**src/rtl/ulpi_phy_responder.sv**
```systemverilog
// PHY side of a ULPI link: answers register TX CMDs, captures transmit packets,
// injects received packets and reports line-state changes as RX CMDs.
module ulpi_phy_responder #(
  parameter logic [15:0] VENDOR_ID  = 16'h0424,
  parameter logic [15:0] PRODUCT_ID = 16'h0006
) (
  input  logic       clk_i,
  input  logic       rst_i,
  input  logic [7:0] ulpi_data_i,
  input  logic       ulpi_stp_i,
  output logic [7:0] ulpi_data_o,
  output logic       ulpi_dir_o,
  output logic       ulpi_nxt_o,
  input  logic [1:0] linestate_i,
  input  logic       rx_valid_i,
  input  logic [7:0] rx_data_i,
  input  logic       rx_last_i,
  output logic       rx_ready_o,
  output logic       tx_valid_o,
  output logic [7:0] tx_data_o,
  output logic       tx_end_o,
  output logic       tx_abort_o,
  output logic [7:0] func_ctrl_o,
  output logic [7:0] otg_ctrl_o
);

  // state   | meaning
  // IDLE    | bus idle, arbitrating rx / line state / link command
  // WCMD    | reg write, nxt=1, address accepted next edge
  // WDATA   | reg write, data accepted next edge
  // WSTP    | reg write, waiting for stp to commit
  // RCMD    | reg read, nxt=1, address accepted next edge
  // RTURN   | reg read, turnaround with dir=1
  // RDATA   | reg read, data on bus
  // TCMD    | transmit, nxt=1, PID accepted next edge
  // TDATA   | transmit, one byte per edge until stp
  // LS_TURN | line-state report turnaround
  // LS_CMD  | line-state RX CMD on bus
  // RX_TURN | rx packet turnaround
  // RX_DATA | rx packet bytes / gap RX CMDs
  // RX_EOP  | end-of-packet RX CMD on bus
  // RX_END  | final turnaround back to link
  typedef enum logic [3:0] {
    IDLE, WCMD, WDATA, WSTP, RCMD, RTURN, RDATA, TCMD, TDATA,
    LS_TURN, LS_CMD, RX_TURN, RX_DATA, RX_EOP, RX_END
  } state_t;

  state_t     state;
  logic [5:0] addr;
  logic [7:0] wdata;
  logic [7:0] iface_ctrl;
  logic [7:0] scratch;
  logic [1:0] last_ls;
  logic [7:0] rd_data;

  function automatic logic [7:0] rx_cmd(input logic [1:0] ev, input logic [1:0] ls);
    return {2'b00, ev, 2'b11, ls};
  endfunction

  always_comb begin
    rd_data = 8'h00;
    case (addr)
      6'h00:               rd_data = VENDOR_ID[7:0];
      6'h01:               rd_data = VENDOR_ID[15:8];
      6'h02:               rd_data = PRODUCT_ID[7:0];
      6'h03:               rd_data = PRODUCT_ID[15:8];
      6'h04, 6'h05, 6'h06: rd_data = func_ctrl_o;
      6'h07, 6'h08, 6'h09: rd_data = iface_ctrl;
      6'h0A, 6'h0B, 6'h0C: rd_data = otg_ctrl_o;
      6'h16, 6'h17, 6'h18: rd_data = scratch;
      default:             rd_data = 8'h00;
    endcase
  end

  always_ff @(posedge clk_i) begin
    if (rst_i) begin
      state       <= IDLE;
      ulpi_dir_o  <= 1'b0;
      ulpi_nxt_o  <= 1'b0;
      ulpi_data_o <= 8'h00;
      rx_ready_o  <= 1'b0;
      tx_valid_o  <= 1'b0;
      tx_data_o   <= 8'h00;
      tx_end_o    <= 1'b0;
      tx_abort_o  <= 1'b0;
      func_ctrl_o <= 8'h41;
      iface_ctrl  <= 8'h00;
      otg_ctrl_o  <= 8'h06;
      scratch     <= 8'h00;
      addr        <= 6'h00;
      wdata       <= 8'h00;
      last_ls     <= linestate_i;
    end else begin
      tx_valid_o <= 1'b0;
      tx_end_o   <= 1'b0;
      tx_abort_o <= 1'b0;
      rx_ready_o <= 1'b0;
      case (state)
        IDLE: begin
          if (rx_valid_i && ulpi_data_i == 8'h00) begin
            ulpi_dir_o <= 1'b1;
            state      <= RX_TURN;
          end else if (linestate_i != last_ls && ulpi_data_i == 8'h00) begin
            ulpi_dir_o <= 1'b1;
            state      <= LS_TURN;
          end else if (ulpi_data_i[7:6] != 2'b00) begin
            ulpi_nxt_o <= 1'b1;
            case (ulpi_data_i[7:6])
              2'b10:   state <= WCMD;
              2'b11:   state <= RCMD;
              default: state <= TCMD;
            endcase
          end
        end
        WCMD: begin
          addr  <= ulpi_data_i[5:0];
          state <= WDATA;
        end
        WDATA: begin
          wdata      <= ulpi_data_i;
          ulpi_nxt_o <= 1'b0;
          state      <= WSTP;
        end
        WSTP: begin
          if (ulpi_stp_i) begin
            // Reset bit of Function Control is self-clearing, so it is never held.
            case (addr)
              6'h04:   func_ctrl_o <= wdata & 8'hDF;
              6'h05:   func_ctrl_o <= (func_ctrl_o | wdata) & 8'hDF;
              6'h06:   func_ctrl_o <= func_ctrl_o & ~wdata;
              6'h07:   iface_ctrl  <= wdata;
              6'h08:   iface_ctrl  <= iface_ctrl | wdata;
              6'h09:   iface_ctrl  <= iface_ctrl & ~wdata;
              6'h0A:   otg_ctrl_o  <= wdata;
              6'h0B:   otg_ctrl_o  <= otg_ctrl_o | wdata;
              6'h0C:   otg_ctrl_o  <= otg_ctrl_o & ~wdata;
              6'h16:   scratch     <= wdata;
              6'h17:   scratch     <= scratch | wdata;
              6'h18:   scratch     <= scratch & ~wdata;
              default: ;
            endcase
            state <= IDLE;
          end
        end
        RCMD: begin
          addr       <= ulpi_data_i[5:0];
          ulpi_nxt_o <= 1'b0;
          ulpi_dir_o <= 1'b1;
          state      <= RTURN;
        end
        RTURN: begin
          ulpi_data_o <= rd_data;
          state       <= RDATA;
        end
        RDATA: begin
          ulpi_dir_o  <= 1'b0;
          ulpi_data_o <= 8'h00;
          state       <= IDLE;
        end
        TCMD: begin
          tx_valid_o <= 1'b1;
          tx_data_o  <= {~ulpi_data_i[3:0], ulpi_data_i[3:0]};
          state      <= TDATA;
        end
        TDATA: begin
          if (ulpi_stp_i) begin
            tx_end_o   <= 1'b1;
            tx_abort_o <= (ulpi_data_i == 8'hFF);
            ulpi_nxt_o <= 1'b0;
            state      <= IDLE;
          end else begin
            tx_valid_o <= 1'b1;
            tx_data_o  <= ulpi_data_i;
          end
        end
        LS_TURN: begin
          ulpi_data_o <= rx_cmd(2'b00, linestate_i);
          ulpi_nxt_o  <= 1'b0;
          last_ls     <= linestate_i;
          state       <= LS_CMD;
        end
        LS_CMD, RX_END: begin
          ulpi_dir_o  <= 1'b0;
          ulpi_data_o <= 8'h00;
          state       <= IDLE;
        end
        RX_TURN: begin
          ulpi_data_o <= rx_cmd(2'b01, linestate_i);
          ulpi_nxt_o  <= 1'b0;
          state       <= RX_DATA;
        end
        RX_DATA: begin
          if (rx_valid_i) begin
            ulpi_data_o <= rx_data_i;
            ulpi_nxt_o  <= 1'b1;
            rx_ready_o  <= 1'b1;
            if (rx_last_i) state <= RX_EOP;
          end else begin
            ulpi_data_o <= rx_cmd(2'b01, linestate_i);
            ulpi_nxt_o  <= 1'b0;
          end
        end
        RX_EOP: begin
          ulpi_data_o <= rx_cmd(2'b00, linestate_i);
          ulpi_nxt_o  <= 1'b0;
          state       <= RX_END;
        end
        default: state <= IDLE;
      endcase
    end
  end

endmodule

```
**config.mk**
```make
export PLATFORM = sky130hd
export DESIGN_NAME = ulpi_phy_responder
export DESIGN_NICKNAME = d
export VERILOG_FILES = /design/src/rtl/ulpi_phy_responder.sv
export SDC_FILE = /design/constraint.sdc
export NUM_CORES = 1
export LEC_CHECK = 0
export ABC_AREA = 1
export CORE_AREA = 5 5 97 99
export CTS_CLUSTER_SIZE = 40
export DETAILED_ROUTE_END_ITERATION = 8
export DIE_AREA = 0 0 102 104
export PLACE_DENSITY = 0.65
export SLEW_MARGIN = 40
export SYNTH_ARGS = -nofsm -noshare
export SYNTH_HDL_FRONTEND = slang
export SYNTH_SLANG_ARGS = --single-unit
```
**constraint.sdc**
```tcl
create_clock -name clk_i -period 1.9 [get_ports clk_i]
set_input_delay 0.38 -clock clk_i [delete_from_list [all_inputs] [get_ports clk_i]]
set_output_delay 0.38 -clock clk_i [all_outputs]
set_load 0.01 [all_outputs]
```
==> flow_metrics.env, run 1 <==
export IMPL_outcome="complete, no violations"
export IMPL_min_path_cells=2
export IMPL_multi_input_area_sq_um=1936
export IMPL_postSynthAreaPerCell_sq_um=6.697
export IMPL_avgViaCountPerCell=5.265
export IMPL_area_growth_pct=30.03
export IMPL_dieWidth_um=102
export IMPL_clk_latency_ns=0.34
export IMPL_grt_pass1_vias=3800
export IMPL_wirelength_mm=11.15
export IMPL_crit_path_max_fanout=9
export IMPL_synth_edf_count=2
export IMPL_wl_met1_mm=4.911
export IMPL_wl_met3_um=484
export IMPL_fin_nets=661
export IMPL_yosysUniqueCellTypes=31
export IMPL_worst_r2r_path_depth=8
export IMPL_fin_skew_ns=0.01372
export IMPL_remaining_drc_errors=0
export IMPL_cts_root_buf="clkbuf_8"
export IMPL_ys_seq_elements=74
export IMPL_rows=34
export IMPL_grt_overflow=0
export IMPL_ios=61
export IMPL_syn_area_sq_um=3704
export IMPL_grt_use_total=0.2114
export IMPL_highest_layer="met4"
export IMPL_synth_ff_type="dfxtp_1"
export IMPL_start_util=0.4375
export IMPL_critical_path_class="register to register"
export IMPL_hold_path_class="register to register"
export IMPL_cap_viol_max_count=0
export IMPL_final_hold_viol_count=0
export IMPL_slew_headroom=0.6309
export IMPL_cp_end_kind="register"
export IMPL_cts_hold_buf=0
export IMPL_placed_cells=731
export IMPL_dieArea_sq_um=10610
export IMPL_dr_first_iter_drc_count=224
export IMPL_final_common_cell="nand2_1"
export IMPL_synthArstFlopShare=0
export IMPL_hpwlAfterDp_mm=8.410
export IMPL_clk_path_buf_depth=2
export IMPL_hold_slack_ns=0.4502
export IMPL_startpoint_type="register"
export IMPL_port_buffers=60
export IMPL_first_pass_iters=5
export IMPL_crit_required_ns=2.17
export IMPL_synthCells=553
export IMPL_cts_tree="built"
export IMPL_ys_seq_area_frac=0.4054
export IMPL_stdcell_count=750
export IMPL_via_count=3949
export IMPL_antenna_found_initial=0
export IMPL_yosysWarnings=0
export IMPL_rsz0062_at_grt="no"
export IMPL_ir_drop_v=0.0007390
export IMPL_gp_congestion=0.9014
export IMPL_ant_nets=0
export IMPL_core_area_sq_um=8466
export IMPL_nFillCells=840
export IMPL_fin_crit_ns=1.749
export IMPL_dr_wl_met2_mm=5.499
export IMPL_register_area_sq_um=1504
export IMPL_chipHeight_um=104
export IMPL_reg2reg_slack_ns=0.15
export IMPL_clock_sinks=74
export IMPL_worst_pin_slew_ns=0.5517
export IMPL_setup_viol=0
export IMPL_final_cell_mix="152 x nand2_1, 70 x dfxtp_1, 65 x a21oi_1"
export IMPL_finalCritPeriodShare=0.9203
export IMPL_htreeDepth=3
export IMPL_cts_buffers=9
export IMPL_grt_max_degree=33
export IMPL_num_antenna_cells=0
export IMPL_arrival_ns=2.02
export IMPL_postSynthNetCount=576
export IMPL_grt_pass1_wl_mm=18.15
export IMPL_power_leakage_nw=1.978
export IMPL_drive_gt1_frac=0.1075
export IMPL_report_final_slew_viol_count=0
export IMPL_power_density_nw_per_um2=1076
export IMPL_fmax_ghz=0.5719
export IMPL_wl_per_cell_um=14.87
export IMPL_clk_pin_slew_ns=0.08
==> metal layers <==
| layer | GRT usage | up-vias |
|---|---|---|
| li1 | - | 1986 |
| met1 | 0.2625 | 1826 |
| met2 | 0.3552 | 112 |
| met3 | 0.04225 | 25 |
| met4 | 0.08060 | 0 |
| met5 | 0 | - |
==> timing repair <==
item,in CTS,in global routing
hold endpoints to repair,0,0
endpoints found under the setup margin,0,20
gates resized for setup,0,6
buffers inserted,0,4
==> cells by family after synthesis <==
| logic type | Yosys count | share of synthesized area |
|---|---|---|
| buffers and inverters | 71 | 0.07601 |
| flip-flops | 74 | 0.4054 |
| AO/OA/AOI/OAI | 134 | 0.1929 |
| AND/OR/NAND/NOR | 274 | 0.3257 |
==> critical path, stage by stage (launching register included) <==
cell	delay, ns
dfxtp_1	0.35
inv_1	0.10
nor2_2	0.17
nand3_1	0.26
nand2_4	0.22
nor2_1	0.07
a21oi_1	0.26
nand2_1	0.11
a21oi_1	0.14
==> final timing paths <==
path	start	to
worst max register to register	addr[3]$_SDFFE_PP0P_	ulpi_data_o[1]$_SDFFE_PP0P_
worst max-delay path	addr[3]$_SDFFE_PP0P_	ulpi_data_o[1]$_SDFFE_PP0P_
worst min-delay path	ulpi_nxt_o$_SDFFE_PP0P_	ulpi_nxt_o$_SDFFE_PP0P_
worst min register to register	ulpi_nxt_o$_SDFFE_PP0P_	ulpi_nxt_o$_SDFFE_PP0P_
==> power breakdown <==
group | internal (mW) | total [mW] | switching (mW)
combinational | 0.645 | 1.89 | 1.24
clock | 0.632 | 1.22 | 0.584
sequential | 1.76 | 2.08 | 0.313
==> Yosys cell counts, types with 3 or more instances <==
| cell | number | area share |
|---|---|---|
| nand2_1 | 153 | 0.16 |
| dfxtp_1 | 72 | 0.39 |
| a21oi_1 | 65 | 0.088 |
| o21ai_0 | 58 | 0.078 |
| inv_1 | 52 | 0.053 |
| nor2_1 | 46 | 0.047 |
| nand3_1 | 44 | 0.059 |
| clkbuf_1 | 9 | 0.0091 |
| nand4_1 | 7 | 0.012 |
| nor3_1 | 6 | 0.0081 |
| a31oi_1 | 5 | 0.0084 |
| inv_2 | 4 | 0.0041 |
| nor2_4 | 4 | 0.012 |
| buf_2 | 3 | 0.0041 |
| nand2_2 | 3 | 0.0051 |
| nor2_2 | 3 | 0.0051 |
==> metrics by stage <==
| step | setup TNS, ns | power [mW] | worst slack [ns] | util | area (sq um) |
|---|---|---|---|---|---|
| 2_1_floorplan | 0 | 3.223 | 0.3861 | - | 3704 |
| 3_3_place_gp | -0.9761 | 3.934 | -0.1101 | 0.5392 | 4564 |
| 3_5_place_dp | -1.631 | 3.945 | -0.1274 | 0.5392 | 4564 |
| 4_1_cts | 0 | 5.149 | 0.1448 | 0.5618 | 4756 |
| 5_1_grt | 0 | 5.495 | 0.01137 | 0.5689 | 4816 |
| 6_report | 0 | 5.183 | 0.1514 | 0.5689 | 4816 |
==> final cells by class <==
class / count / area share
Inverter: 57 / 0.04443
Multi-Input combinational cell: 408 / 0.4019
Sequential cell: 74 / 0.3123
Tap cell: 108 / 0.02806
Timing Repair Buffer: 88 / 0.1736
Clock inverter: 5 / 0.01117
Clock buffer: 10 / 0.02858
==> flip-flops by register name, indices dropped and copies added (netlist names) <==
| name | cells |
|---|---|
| addr | 6 |
| func_ctrl_o | 8 |
| iface_ctrl | 8 |
| last_ls | 2 |
| otg_ctrl_o | 8 |
| rx_ready_o | 1 |
| scratch | 8 |
| state | 4 |
| tx_abort_o | 1 |
| tx_data_o | 8 |
| tx_end_o | 1 |
| tx_valid_o | 1 |
| ulpi_data_o | 8 |
| ulpi_dir_o | 1 |
| ulpi_nxt_o | 1 |
| wdata | 8 |
Power figures use the tool's default switching activity.
==> inputs of run 2 (changes only) <==
--- a/config.mk
+++ b/config.mk
@@ -6,11 +6,11 @@
 export NUM_CORES = 1
 export LEC_CHECK = 0
 export ABC_AREA = 1
-export CORE_AREA = 5 5 97 99
+export CORE_AREA = 5 5 90 92
 export CTS_CLUSTER_SIZE = 40
 export DETAILED_ROUTE_END_ITERATION = 8
-export DIE_AREA = 0 0 102 104
-export PLACE_DENSITY = 0.65
+export DIE_AREA = 0 0 95 97
+export PLACE_DENSITY = 0.75
 export SLEW_MARGIN = 40
 export SYNTH_ARGS = -nofsm -noshare
 export SYNTH_HDL_FRONTEND = slang
==> run 2 against run 1 <==
Die area is 13% lower. Design area is 0.29% higher. Highest routed layer unchanged. Sequential share of layout area is 0.089 points lower. Sequential power hardly changed. Clock power is 24% higher. Largest cell class unchanged. Power is 6.7% higher. Critical path depth is 2 higher. Largest power group unchanged. Combinational power hardly changed. Utilization is 11 points higher. Non-clock buffer count is 3 lower. Clock skew is 0.0012 ns lower. Hold slack better by 0.010 ns.
==> flow_metrics.env, run 2 (synthesized netlist as in run 1, its figures left out) <==
export IMPL_outcome="complete, no violations"
export IMPL_final_cell_mix="152 x nand2_1, 70 x dfxtp_1, 65 x a21oi_1"
export IMPL_critical_path_class="register to register"
export IMPL_power_density_nw_per_um2=1145
export IMPL_seqPwrFrac=0.381
export IMPL_num_antenna_cells=0
export IMPL_final_common_cell="nand2_1"
export IMPL_cp_end_kind="register"
export IMPL_grt_use_total=0.2537
export IMPL_stdcell_count=739
export IMPL_fin_crit_ns=1.792
export IMPL_worst_pin_slew_ns=0.4459
export IMPL_clk_pin_slew_ns=0.09
export IMPL_htreeDepth=3
export IMPL_wirelength_mm=11.46
export IMPL_grt_max_degree=37
export IMPL_cts_root_buf="clkbuf_8"
export IMPL_ir_drop_v=0.0006286
export IMPL_via_count=4071
export IMPL_register_area_sq_um=1504
export IMPL_finalCritPeriodShare=0.9432
export IMPL_startpoint_type="register"
export IMPL_grt_overflow=0
export IMPL_p_clk_frac=0.274
export IMPL_crit_required_ns=2.13
export IMPL_utilization=0.6767
export IMPL_area_growth_pct=30.41
export IMPL_p_total_mw=5.530
export IMPL_antenna_found_initial=0
export IMPL_fin_nets=658
export IMPL_slew_headroom=0.7016
export IMPL_wl_per_cell_um=15.51
export IMPL_cp_common_cell="nand2_1"
export IMPL_drive_gt1_frac=0.1094
export IMPL_rows=31
export IMPL_clk_path_buf_depth=2
export IMPL_gp_congestion=0.9154
export IMPL_worstPathCellList="inv_1 > nor2_1 > nand2_1 > nand3_2 > nand2_2 > nor2_4 > clkbuf_4 > o21ai_0 > nand2_1 > a21oi_1"
export IMPL_crit_path_max_fanout=9
export IMPL_dieWidth_um=95
export IMPL_port_buffers=60
export IMPL_fin_skew_ns=0.01252
export IMPL_grt_pass1_vias=3849
export IMPL_final_hold_viol_count=0
export IMPL_grt_pass1_wl_mm=18.53
export IMPL_nFillCells=665
export IMPL_first_pass_iters=5
export IMPL_dieArea_sq_um=9215
export IMPL_fmax_ghz=0.5580
export IMPL_finalSetupTns_ns=0
export IMPL_cts_buffers=9
export IMPL_dr_first_iter_drc_count=281
export IMPL_clock_sinks=74
export IMPL_multi_input_area_sq_um=1946
export IMPL_cap_viol_max_count=0
export IMPL_cp_slowest_cell="dfxtp_1"
export IMPL_core_area_sq_um=7137
export IMPL_cpPeakStageDelay_ns=0.39
export IMPL_final_area_sq_um=4830
export IMPL_cts_tree="built"
export IMPL_hpwlAfterDp_mm=8.310
export IMPL_p_sw_mw=2.249
export IMPL_clk_latency_ns=0.35
export IMPL_report_final_slew_viol_count=0
export IMPL_ios=61
export IMPL_arrival_ns=2.02
export IMPL_sw_frac_of_total=0.4066
export IMPL_pwr_share_comb=0.345
export IMPL_avgViaCountPerCell=5.509
export IMPL_hold_path_class="register to register"
export IMPL_rsz0062_at_grt="yes"
export IMPL_power_leakage_nw=1.980
export IMPL_chipHeight_um=97
export IMPL_placed_cells=721
export IMPL_start_util=0.5189
export IMPL_placed_cell_area_sq_um=4546
export IMPL_remaining_drc_errors=0
export IMPL_ant_nets=0
export IMPL_internal_power_mw=3.281
export IMPL_setup_viol=0
## run 2: cell types whose count changed in the layout (fill, tap and decap cells not counted), moves of 2 or more
| cell | delta |
|---|---|
| buf_4 | -3 |
| bufinv_16 | +2 |
| nor2_2 | +2 |
| nor2_1 | -2 |
| clkinv_2 | -2 |
| clkinv_4 | +2 |
## run 2: layer usage
layer | share of wire | track usage | wire [um]
met1 | 0.42 | 0.3234 | 4836
met2 | 0.48 | 0.4111 | 5467
met3 | 0.067 | 0.05043 | 772
met4 | 0.034 | 0.1088 | 386
met5 | 0 | 0 | 0
## run 2: through the flow
stage	setup slack, ns	hold slack [ns]
CTS	0.1236	0.4604
finish	0.1079	0.4606
floorplan	0.3861	0.4398
global route	-0.008479	0.4750
detailed placement	-0.1111	0.4435
global placement	-0.02126	0.4475
## run 2: area by class of cell
class	count	share of cell area
clock buffer	10	0.02642
sequential	74	0.3114
timing repair buffer	85	0.1658
inverter	57	0.04430
multi-input combinational	408	0.4029
tap	99	0.02565
clock inverter	6	0.02358
## run 2: worst paths after layout
check                                from                      end  slack, ns  cells after the start
hold reg to reg   ulpi_nxt_o$_SDFFE_PP0P_  ulpi_nxt_o$_SDFFE_PP0P_       0.46                      2
setup reg to reg     addr[1]$_SDFFE_PP0P_  scratch[7]$_SDFFE_PP0P_       0.11                     10
hold / removal    ulpi_nxt_o$_SDFFE_PP0P_  ulpi_nxt_o$_SDFFE_PP0P_       0.46                      2
setup / recovery     addr[1]$_SDFFE_PP0P_  scratch[7]$_SDFFE_PP0P_       0.11                     10
## run 2: worst max-delay path, delay by kind of cell, from the launching register on
kind	cells	cell delay, ns
flip-flops	1	0.39
AND/OR/NAND/NOR	6	0.75
AO/OA/AOI/OAI	2	0.14
buffers and inverters	2	0.39
## run 2: power by group through the flow
stage | combinational, mW | clock, mW | sequential, mW
2_1_floorplan | 1.23 | 0 | 1.99
3_3_place_gp | 1.79 | 0 | 2.10
3_5_place_dp | 1.80 | 0 | 2.11
4_1_cts | 1.82 | 1.51 | 2.07
5_1_grt | 2.09 | 1.59 | 2.14
6_report | 1.91 | 1.51 | 2.10
## run 2: what timing repair did
| item | 4_1_cts | 5_1_grt |
|---|---|---|
| hold buffers | 0 | 0 |
| setup endpoints to repair | 0 | 23 |
| buffers inserted | 0 | 2 |
| resized for setup | 0 | 10 |
